$ cat src/rtl/fp_div_pkg.sv
// Shared constants and types for the sequential single-precision divider.
// Imported by the interface, the special-case classifier and the divider top.
package fp_div_pkg;
    localparam int EXP_WIDTH  = 8;
    localparam int FRAC_WIDTH = 23;
    localparam int BIAS       = 127;
    localparam int QUOT_BITS  = 25;

    localparam logic [31:0] QNAN    = 32'h7FC00000;
    localparam logic [7:0]  EXP_MAX = 8'hFF;

    typedef enum logic [1:0] {
        IDLE   = 2'd0,
        DIVIDE = 2'd1,
        NORM   = 2'd2,
        DONE   = 2'd3
    } state_t;
endpackage

$ cat src/rtl/fp_div_seq_if.sv
// Operand/result handshake bundle for fp_div_seq.
// Both sides use valid/ready: a transfer happens on a rising edge where valid && ready.
// Valid must not depend combinationally on ready.
interface fp_div_seq_if;
    logic        in_valid;
    logic        in_ready;
    logic [31:0] in1;
    logic [31:0] in2;
    logic        out_valid;
    logic        out_ready;
    logic [31:0] out;
    logic        div_by_zero;

    modport slave (
        input  in_valid, in1, in2, out_ready,
        output in_ready, out_valid, out, div_by_zero
    );

    modport master (
        output in_valid, in1, in2, out_ready,
        input  in_ready, out_valid, out, div_by_zero
    );
endinterface

$ cat src/rtl/fp_div_special.sv
// Combinational classifier for operand pairs that bypass the iterative divider.
// Exponent field 0 counts as zero, so denormals are flushed before the check.
module fp_div_special
    import fp_div_pkg::*;
(
    input  logic [31:0] a_i,
    input  logic [31:0] b_i,
    output logic        special_o,
    output logic [31:0] result_o,
    output logic        dbz_o
);
    logic a_zero;
    logic b_zero;
    logic a_inf_nan;
    logic b_inf_nan;
    logic sign;

    assign a_zero    = (a_i[30:23] == 8'd0);
    assign b_zero    = (b_i[30:23] == 8'd0);
    assign a_inf_nan = (a_i[30:23] == EXP_MAX);
    assign b_inf_nan = (b_i[30:23] == EXP_MAX);
    assign sign      = a_i[31] ^ b_i[31];

    // Priority order matters: NaN/Inf inputs win over 0/0, which wins over x/0.
    always_comb begin
        special_o = 1'b0;
        result_o  = 32'd0;
        dbz_o     = 1'b0;
        if (a_inf_nan || b_inf_nan) begin
            special_o = 1'b1;
            result_o  = QNAN;
        end else if (a_zero && b_zero) begin
            special_o = 1'b1;
            result_o  = QNAN;
        end else if (b_zero) begin
            special_o = 1'b1;
            result_o  = {sign, EXP_MAX, 23'd0};
            dbz_o     = 1'b1;
        end else if (a_zero) begin
            special_o = 1'b1;
            result_o  = {sign, 31'd0};
        end
    end
endmodule

$ cat src/rtl/fp_div_seq.sv
// Sequential IEEE-754 single-precision divider: radix-2 restoring mantissa division,
// truncating, flush-to-zero, with valid/ready on both the operand and result sides.
module fp_div_seq #(
    parameter int DATA_WIDTH = 32,
    parameter int EXP_WIDTH  = 8,
    parameter int FRAC_WIDTH = 23,
    parameter int BIAS       = 127
) (
    input  logic                 clk,
    input  logic                 rst_n,
    fp_div_seq_if.slave          dif,
    output fp_div_pkg::state_t   state_o
);
    import fp_div_pkg::*;

    localparam int MW  = FRAC_WIDTH + 1;
    localparam int EW2 = EXP_WIDTH + 2;
    localparam logic [EW2-1:0] BIAS_W = EW2'(BIAS);
    localparam logic [4:0]     LAST_CNT = 5'(QUOT_BITS - 1);

    state_t                 state_q, state_d;
    logic [MW:0]            rem_q, rem_d;
    logic [MW-1:0]          div_q, div_d;
    logic [QUOT_BITS-1:0]   quot_q, quot_d;
    logic [4:0]             cnt_q, cnt_d;
    logic                   sign_q, sign_d;
    logic [EXP_WIDTH-1:0]   ea_q, ea_d;
    logic [EXP_WIDTH-1:0]   eb_q, eb_d;
    logic [DATA_WIDTH-1:0]  out_q, out_d;
    logic                   dbz_q, dbz_d;

    logic                   spec_flag;
    logic [31:0]            spec_result;
    logic                   spec_dbz;
    logic [MW+1:0]          trial;
    logic [EW2-1:0]         exp_norm;
    logic [FRAC_WIDTH-1:0]  frac_norm;
    logic                   exp_over;
    logic                   exp_under;

    fp_div_special u_special (
        .a_i       (dif.in1),
        .b_i       (dif.in2),
        .special_o (spec_flag),
        .result_o  (spec_result),
        .dbz_o     (spec_dbz)
    );

    // Remainder stays below twice the divisor, so MW+1 bits hold it and the trial sign is bit MW+1.
    assign trial = {1'b0, rem_q} - {2'b00, div_q};

    // Exponent arithmetic is done modulo 2^EW2 and read back as signed.
    assign exp_norm  = {2'b00, ea_q} - {2'b00, eb_q} + BIAS_W
                     - {{(EW2-1){1'b0}}, ~quot_q[QUOT_BITS-1]};
    assign frac_norm = quot_q[QUOT_BITS-1] ? quot_q[QUOT_BITS-2:1] : quot_q[QUOT_BITS-3:0];
    assign exp_over  = !exp_norm[EW2-1] && (exp_norm >= EW2'(255));
    assign exp_under = exp_norm[EW2-1] || (exp_norm == '0);

    always_ff @(posedge clk or negedge rst_n) begin
        if (!rst_n) begin
            state_q <= IDLE;
            rem_q   <= '0;
            div_q   <= '0;
            quot_q  <= '0;
            cnt_q   <= '0;
            sign_q  <= 1'b0;
            ea_q    <= '0;
            eb_q    <= '0;
            out_q   <= '0;
            dbz_q   <= 1'b0;
        end else begin
            state_q <= state_d;
            rem_q   <= rem_d;
            div_q   <= div_d;
            quot_q  <= quot_d;
            cnt_q   <= cnt_d;
            sign_q  <= sign_d;
            ea_q    <= ea_d;
            eb_q    <= eb_d;
            out_q   <= out_d;
            dbz_q   <= dbz_d;
        end
    end

    always_comb begin
        state_d = state_q;
        rem_d   = rem_q;
        div_d   = div_q;
        quot_d  = quot_q;
        cnt_d   = cnt_q;
        sign_d  = sign_q;
        ea_d    = ea_q;
        eb_d    = eb_q;
        out_d   = out_q;
        dbz_d   = dbz_q;
        case (state_q)
            IDLE: begin
                if (dif.in_valid) begin
                    sign_d = dif.in1[31] ^ dif.in2[31];
                    ea_d   = dif.in1[30:23];
                    eb_d   = dif.in2[30:23];
                    if (spec_flag) begin
                        out_d   = spec_result;
                        dbz_d   = spec_dbz;
                        state_d = DONE;
                    end else begin
                        rem_d   = {2'b01, dif.in1[22:0]};
                        div_d   = {1'b1, dif.in2[22:0]};
                        quot_d  = '0;
                        cnt_d   = '0;
                        dbz_d   = 1'b0;
                        state_d = DIVIDE;
                    end
                end
            end
            DIVIDE: begin
                if (!trial[MW+1]) begin
                    quot_d = {quot_q[QUOT_BITS-2:0], 1'b1};
                    rem_d  = trial[MW:0] << 1;
                end else begin
                    quot_d = {quot_q[QUOT_BITS-2:0], 1'b0};
                    rem_d  = rem_q << 1;
                end
                cnt_d = cnt_q + 5'd1;
                if (cnt_q == LAST_CNT) begin
                    state_d = NORM;
                end
            end
            NORM: begin
                if (exp_over) begin
                    out_d = {sign_q, EXP_MAX, 23'd0};
                end else if (exp_under) begin
                    out_d = {sign_q, 31'd0};
                end else begin
                    out_d = {sign_q, exp_norm[EXP_WIDTH-1:0], frac_norm};
                end
                state_d = DONE;
            end
            DONE: begin
                if (dif.out_ready) begin
                    state_d = IDLE;
                end
            end
            default: state_d = IDLE;
        endcase
    end

    assign dif.in_ready    = (state_q == IDLE);
    assign dif.out_valid   = (state_q == DONE);
    assign dif.out         = out_q;
    assign dif.div_by_zero = dbz_q;
    assign state_o         = state_q;
endmodule

$ cat src/flat_wrapper.sv
// flat-port wrapper written by rule: the top's interface ports become plain ports
module fp_div_seq_flat import fp_div_pkg::*;
#(
    parameter int DATA_WIDTH = 32,
    parameter int EXP_WIDTH  = 8,
    parameter int FRAC_WIDTH = 23,
    parameter int BIAS       = 127
)
  (clk, rst_n, state_o, dif_in_valid, dif_in1, dif_in2, dif_out_ready, dif_in_ready, dif_out_valid, dif_out, dif_div_by_zero);
  fp_div_seq_if dif_i ();
  input  logic clk;
  input  logic rst_n;
  output fp_div_pkg::state_t state_o;
  input wire logic [$bits(dif_i.in_valid)-1:0] dif_in_valid;
  input wire logic [$bits(dif_i.in1)-1:0] dif_in1;
  input wire logic [$bits(dif_i.in2)-1:0] dif_in2;
  input wire logic [$bits(dif_i.out_ready)-1:0] dif_out_ready;
  output wire logic [$bits(dif_i.in_ready)-1:0] dif_in_ready;
  output wire logic [$bits(dif_i.out_valid)-1:0] dif_out_valid;
  output wire logic [$bits(dif_i.out)-1:0] dif_out;
  output wire logic [$bits(dif_i.div_by_zero)-1:0] dif_div_by_zero;
  assign dif_i.in_valid = dif_in_valid;
  assign dif_i.in1 = dif_in1;
  assign dif_i.in2 = dif_in2;
  assign dif_i.out_ready = dif_out_ready;
  assign dif_in_ready = dif_i.in_ready;
  assign dif_out_valid = dif_i.out_valid;
  assign dif_out = dif_i.out;
  assign dif_div_by_zero = dif_i.div_by_zero;
  fp_div_seq #(.DATA_WIDTH(DATA_WIDTH), .EXP_WIDTH(EXP_WIDTH), .FRAC_WIDTH(FRAC_WIDTH), .BIAS(BIAS)) u_core (.clk(clk), .rst_n(rst_n), .dif(dif_i), .state_o(state_o));
endmodule
$ cat config.mk
export PLATFORM = sky130hd
export DESIGN_NAME = fp_div_seq_flat
export DESIGN_NICKNAME = d
export VERILOG_FILES = /design/src/rtl/fp_div_pkg.sv /design/src/rtl/fp_div_seq_if.sv /design/src/rtl/fp_div_special.sv /design/src/rtl/fp_div_seq.sv /design/src/flat_wrapper.sv
export SDC_FILE = /design/constraint.sdc
export NUM_CORES = 1
export LEC_CHECK = 0
export CAP_MARGIN = 20
export CELL_PAD_IN_SITES_DETAIL_PLACEMENT = 1
export CELL_PAD_IN_SITES_GLOBAL_PLACEMENT = 2
export CORE_MARGIN = 2
export CORE_UTILIZATION = 32
export DETAILED_ROUTE_END_ITERATION = 8
export GPL_TIMING_DRIVEN = 1
export PLACE_DENSITY = 0.85
export SETUP_SLACK_MARGIN = 0.2
export SYNTH_ARGS = -nofsm -noshare
export SYNTH_HDL_FRONTEND = slang
export SYNTH_SLANG_ARGS = --single-unit
$ cat constraint.sdc
create_clock -name clk -period 3.7 [get_ports clk]
set_clock_uncertainty 0.2 [all_clocks]
set_input_delay 0.37 -clock clk [delete_from_list [all_inputs] [get_ports clk]]
set_output_delay 0.37 -clock clk [all_outputs]
set_load 0.005 [all_outputs]
==> results of run 1 <==
## worst paths after layout
kind,startpoint,endpoint,slack (ns)
worst min-delay path,u_core.div_q[23],u_core.div_q[23],0.25
worst max register to register,u_core.ea_q[0],u_core.dif.out[22],-0.58
worst min register to register,u_core.div_q[23],u_core.div_q[23],0.25
min in group asynchronous,rst_n,u_core.quot_q[18],0.40
worst max-delay path,u_core.ea_q[0],u_core.dif.out[22],-0.58
max in group asynchronous,rst_n,u_core.rem_q[7],2.13
## layer usage
layer | track usage | up-vias | routed length [um] | share of wire
met5 | 0 | - | 11 | 0.00046
met4 | 0.0430 | 2 | 318 | 0.013
met3 | 0.0327 | 26 | 962 | 0.040
met2 | 0.304 | 116 | 11400 | 0.48
met1 | 0.253 | 3455 | 11200 | 0.47
li1 | - | 3315 | - | -
## registers in the layout (all words and copies together) (netlist names)
signal,count
u_core.eb_q,8
u_core.quot_q,25
u_core.dif.div_by_zero,1
u_core.ea_q,8
u_core.dif.out,32
u_core.sign_q,1
u_core.cnt_q,5
u_core.state_o,2
u_core.rem_q,25
u_core.div_q,24
## critical path, stage by stage (launching register included)
cell and delay [ns]:
dfrtp_1 0.39, inv_2 0.07, ha_4 0.14, inv_4 0.04, fa_2 0.39, a21o_1 0.21, a41o_1 0.22, a21oi_2 0.17
xnor2_2 0.16, inv_1 0.11, ha_4 0.17, nand2b_4 0.15, nor3b_4 0.21, nand3_1 0.10, nand4_1 0.11, a2111oi_2 0.05
buf_4 0.15, or4_4 0.59, a41o_1 0.26, mux2_2 0.25
## synthesized netlist by cell type, drive strengths merged, types with 4 or more instances
cell	instances	area, um2
a31oi	7	43.8
ha	45	563
and3	5	31.3
xor2	15	131
o21a	4	30.0
nand3	34	170
buf	10	53.8
nor2	37	139
o211ai	5	37.5
xnor2	19	174
nor2b	8	50.1
a21oi	42	210
nor4	5	31.3
o31ai	6	45.0
clkbuf	29	109
nand2	102	385
and2	5	31.3
a22o	24	210
mux2	62	698
or3	4	25.0
a211o	5	43.8
a211oi	18	135
dfrtp	131	3280
o21ai	60	300
a21o	15	113
inv	59	221
nand4	10	62.6
nand2b	7	43.8
nor3	12	60.1
## repair_timing
item / 4_1_cts / 5_1_grt
resized for setup: 27 / 39
setup endpoints to repair: 31 / 34
hold buffers: 1 / 0
pin swaps: 15 / 28
buffers inserted: 7 / 6
cloned: 2 / 0
hold endpoints to repair: 86 / 0
## logic make-up (layout without fill, tap and decap cells)
group                    count (synthesis)  in the layout
XOR/XNOR                                34             34
adder cells (fa/ha/maj)                 49             49
buffers and inverters                   98            263
AO/OA/AOI/OAI                          221            221
flip-flops                             131            131
multiplexers                            65             65
AND/OR/NAND/NOR                        240            242
## metrics by stage
step	cells	hold slack (ns)	setup TNS, ns	worst slack (ns)
after global routing	1329	0.283	-18.42	-0.727
after global placement	1283	0.235	-11.45	-0.449
after CTS	1323	0.252	-14.74	-0.572
after floorplan	838	-0.126	-6.56	-0.286
final	1329	0.253	-13.84	-0.579
after detailed placement	1283	0.238	-18.24	-0.674
## area by class of cell
cell class | instances | area, um2
timing repair buffer | 174 | 1610
clock inverter | 9 | 82.6
sequential | 131 | 3280
clock buffer | 21 | 470
tap | 324 | 405
inverter | 59 | 226
multi-input combinational | 611 | 4690
fill | 2766 | 13600
==> flow_summary.ini, run 1 <==
[clock_tree]
cts.sinks = 131
cts_tree = yes
cts_buffer_depth = 2
clkLatencyLatePin_ns = 0.42
root_buffer = clkbuf_16
numCtsBuffers = 17
htree_levels = 4
path_clk_slew_ns = 0.06

[finish]
stdcell_area_mm2 = 0.0108
diodes = 0
syn_to_final_growth_pct = 35.3
layout-drive-gt1-share = 0.226
layout_commonest_cell = dfrtp_1
fin_nets = 1110
layout_common_cells = dfrtp_1, clkdlybuf4s50_1, nand2_1
final_util = 0.441

[routing]
ant_nets = 0
drc = 0
firstDrtPassIters = 4
wire_per_inst_um = 17.9
wl_mm = 23.8
viasPerCell = 5.20
dr.first_iter.drc_count = 277
vias = 6914

[synth]
synth_fa_ha_area_frac = 0.0797
ys_ff_latch = 131
synth_edf_count = 0
synth_simple_gate_area_frac = 0.140
syn_area_mm2 = 0.00796
synth_top_flop_cell = dfrtp_1
synth_xor_area_frac = 0.0384
synthMuxAreaShare = 0.0915
synthCells = 838
syn_area_per_cell_um2 = 9.50
synth-seq-area-share = 0.412
syn-num-nets = 954
synth_compound_area_frac = 0.190
synthDistinctLibCells = 65
synth_top_family_by_area = compound AO/OA/AOI/OAI gates
synth-async-reset-ratio = 1.00
ys_warn_count = 0

[worst_setup_path]
path_max_fanout = 5
path_class = reg2reg
arrival_ns = 4.38
required_ns = 3.80
end_kind = register
start_kind = register
reg2reg_depth = 19

[die]
fp.dieH_um = 162
initial_core_util = 0.326
num_io_pins = 105
die_x_um = 162
core_area_mm2 = 0.0244
num_rows = 57
dieArea_mm2 = 0.0262

[place]
place_congestion = 0.807
dp_hpwl_mm = 16.1
dpl_cell_area_mm2 = 0.00976
port-buffer-count = 104

[outcome]
outcome = complete, but fails checks
violations = negative setup slack

[min_path]
hold_depth = 2
hp-class = reg2reg

[grt]
grt_overflow = 0
antenna_found_initial = 1
grt_pass1_vias = 7278
gr-usage-all-layers = 0.184
grt_max_degree = 88
grt_pass1_wl_mm = 38.7

[sta]
fin_ws_ns = -0.579
finalHoldViolCount = 0
period_minus_slack_ns = 4.28
drv_slew = 0
fin_crit_sh = 1.16
setup_viol = 30
clock.fmax_ghz = 0.234
rsz0062_at_grt = yes
tightest_slew_ns = 0.854
slew_headroom = 0.429

[job]
maxCapViolCount = 0
Power of run 1 is left out: the tool's default activity adds up to more than one toggle a clock period on the data nets, which glitch-free logic cannot reach.
==> run 2, diff against run 1 <==
--- a/config.mk
+++ b/config.mk
@@ -9,10 +9,10 @@
 export CELL_PAD_IN_SITES_DETAIL_PLACEMENT = 1
 export CELL_PAD_IN_SITES_GLOBAL_PLACEMENT = 2
 export CORE_MARGIN = 2
-export CORE_UTILIZATION = 32
+export CORE_UTILIZATION = 37
 export DETAILED_ROUTE_END_ITERATION = 8
 export GPL_TIMING_DRIVEN = 1
-export PLACE_DENSITY = 0.85
+export PLACE_DENSITY = 0.92
 export SETUP_SLACK_MARGIN = 0.2
 export SYNTH_ARGS = -nofsm -noshare
 export SYNTH_HDL_FRONTEND = slang
==> constraint.sdc (replaced) <==
create_clock -name clk -period 5.2 [get_ports clk]
set_clock_uncertainty 0.2 [all_clocks]
set_input_delay 0.52 -clock clk [delete_from_list [all_inputs] [get_ports clk]]
set_output_delay 0.52 -clock clk [all_outputs]
set_load 0.005 [all_outputs]
==> flow_summary.ini, run 2 (synthesis gave the netlist of run 1 again) <==
[outcome]
outcome = completed

[clock_tree]
path_clk_slew_ns = 0.06
numCtsBuffers = 17
cts_resized = 0
cts_tree = yes
cts_buffer_depth = 2
htree_levels = 4
clkLatencyLatePin_ns = 0.43
cts_setup_buffers = 0
cts.sinks = 131
root_buffer = clkbuf_16

[routing]
wire_per_inst_um = 17.9
wl_mm = 21.9
drc = 0
firstDrtPassIters = 5
viasPerCell = 5.47
dr.first_iter.drc_count = 232
vias = 6683
ant_nets = 0

[sta]
clock.fmax_ghz = 0.218
drv_slew = 0
period_minus_slack_ns = 4.59
setup_viol = 0
tightest_slew_ns = 0.821
fin_ws_ns = 0.612
holdWs_ns = 0.285
rsz0062_at_grt = no
finalHoldViolCount = 0
final.setup.tns_ns = 0
fin_crit_sh = 0.882
slew_headroom = 0.453

[finish]
fin_nets = 1048
largest_reg_flops = 32
layout_common_cells = dfrtp_1, clkdlybuf4s50_1, nand2_1
syn_to_final_growth_pct = 25.7
layout-drive-gt1-share = 0.130
layout_commonest_cell = dfrtp_1
fillers = 2374

[place]
place_ws_ns = 0.706
dp_hpwl_mm = 14.8
place_congestion = 0.837
port-buffer-count = 104

[min_path]
hold_depth = 2
hp-class = reg2reg

[worst_setup_path]
required_ns = 5.36
start_kind = register
reg2reg_depth = 16
arrival_ns = 4.75
end_kind = register
path_class = reg2reg
path_max_fanout = 22

[grt]
grt_pass1_wl_mm = 36.7
antenna_found_initial = 1
grt_max_degree = 81
grt_overflow = 0
gr-usage-all-layers = 0.205
grt_pass1_vias = 7099

[die]
core_area_mm2 = 0.0211
num_io_pins = 105
die_x_um = 151
fp.dieH_um = 151
num_rows = 53
dieArea_mm2 = 0.0227
initial_core_util = 0.377

[job]
maxCapViolCount = 0
-- run 2: changes by cell type in the layout (fill, tap and decap cells not counted), sizes merged --
cell      delta
clkinvlp     -4
and4         -2
inv          +5
buf         -60
clkinv       -1
diode        +1
bufinv       +4
clkbuf       -2
-- run 2: worst max-delay path, cell delays in order (launching register included) --
cell	delay [ns]
dfrtp_1	0.39
inv_1	0.06
ha_1	0.16
inv_1	0.06
fa_1	0.40
a21o_1	0.20
a21oi_1	0.23
xnor2_2	0.23
inv_2	0.15
ha_1	0.37
o21ai_0	0.09
o21ai_0	0.37
maj3_2	0.32
o31ai_1	0.09
xnor2_1	0.50
and4_4	0.52
a22o_1	0.18
-- run 2: area by class of cell --
| type | instances | area [um2] | area share |
|---|---|---|---|
| Multi-Input combinational cell | 609 | 4360 | 0.435 |
| Clock buffer | 19 | 453 | 0.0453 |
| Inverter | 59 | 221 | 0.0221 |
| Antenna cell | 1 | 2.50 | 0.000250 |
| Sequential cell | 131 | 3280 | 0.328 |
| Clock inverter | 13 | 219 | 0.0219 |
| Timing Repair Buffer | 114 | 1130 | 0.113 |
| Tap cell | 275 | 344 | 0.0344 |
-- run 2: path summary, 6_finish.rpt --
check	start	to	slack [ns]
worst max-delay path	u_core.ea_q[0]	u_core.dif.out[16]	0.61
worst min-delay path	u_core.sign_q	u_core.sign_q	0.28
worst max register to register	u_core.ea_q[0]	u_core.dif.out[16]	0.61
worst min register to register	u_core.sign_q	u_core.sign_q	0.28
max in group asynchronous	rst_n	u_core.rem_q[2]	3.10
min in group asynchronous	rst_n	u_core.quot_q[18]	0.51
-- run 2: what timing repair did --
action / in CTS / in global routing
hold buffers: 1 / 0
endpoints found under the setup margin: 0 / 0
hold endpoints to repair: 79 / 0
-- run 2: metrics by stage --
stage,instance area (um2),instances,util
after floorplan,7960,838,-
after global placement,9320,1187,0.442
after detailed placement,9320,1187,0.442
after CTS,10000,1220,0.474
after global routing,10000,1220,0.474
final,10000,1221,0.475
-- run 2: routing by layer --
metal  GRT usage  vias up  wire, um
met5           0        -         0
met4      0.0477        0       190
met3      0.0418       17       809
met2       0.354      111     10800
met1       0.263     3374     10100
li1            -     3181         -
Power of run 2 is left out for the same reason.
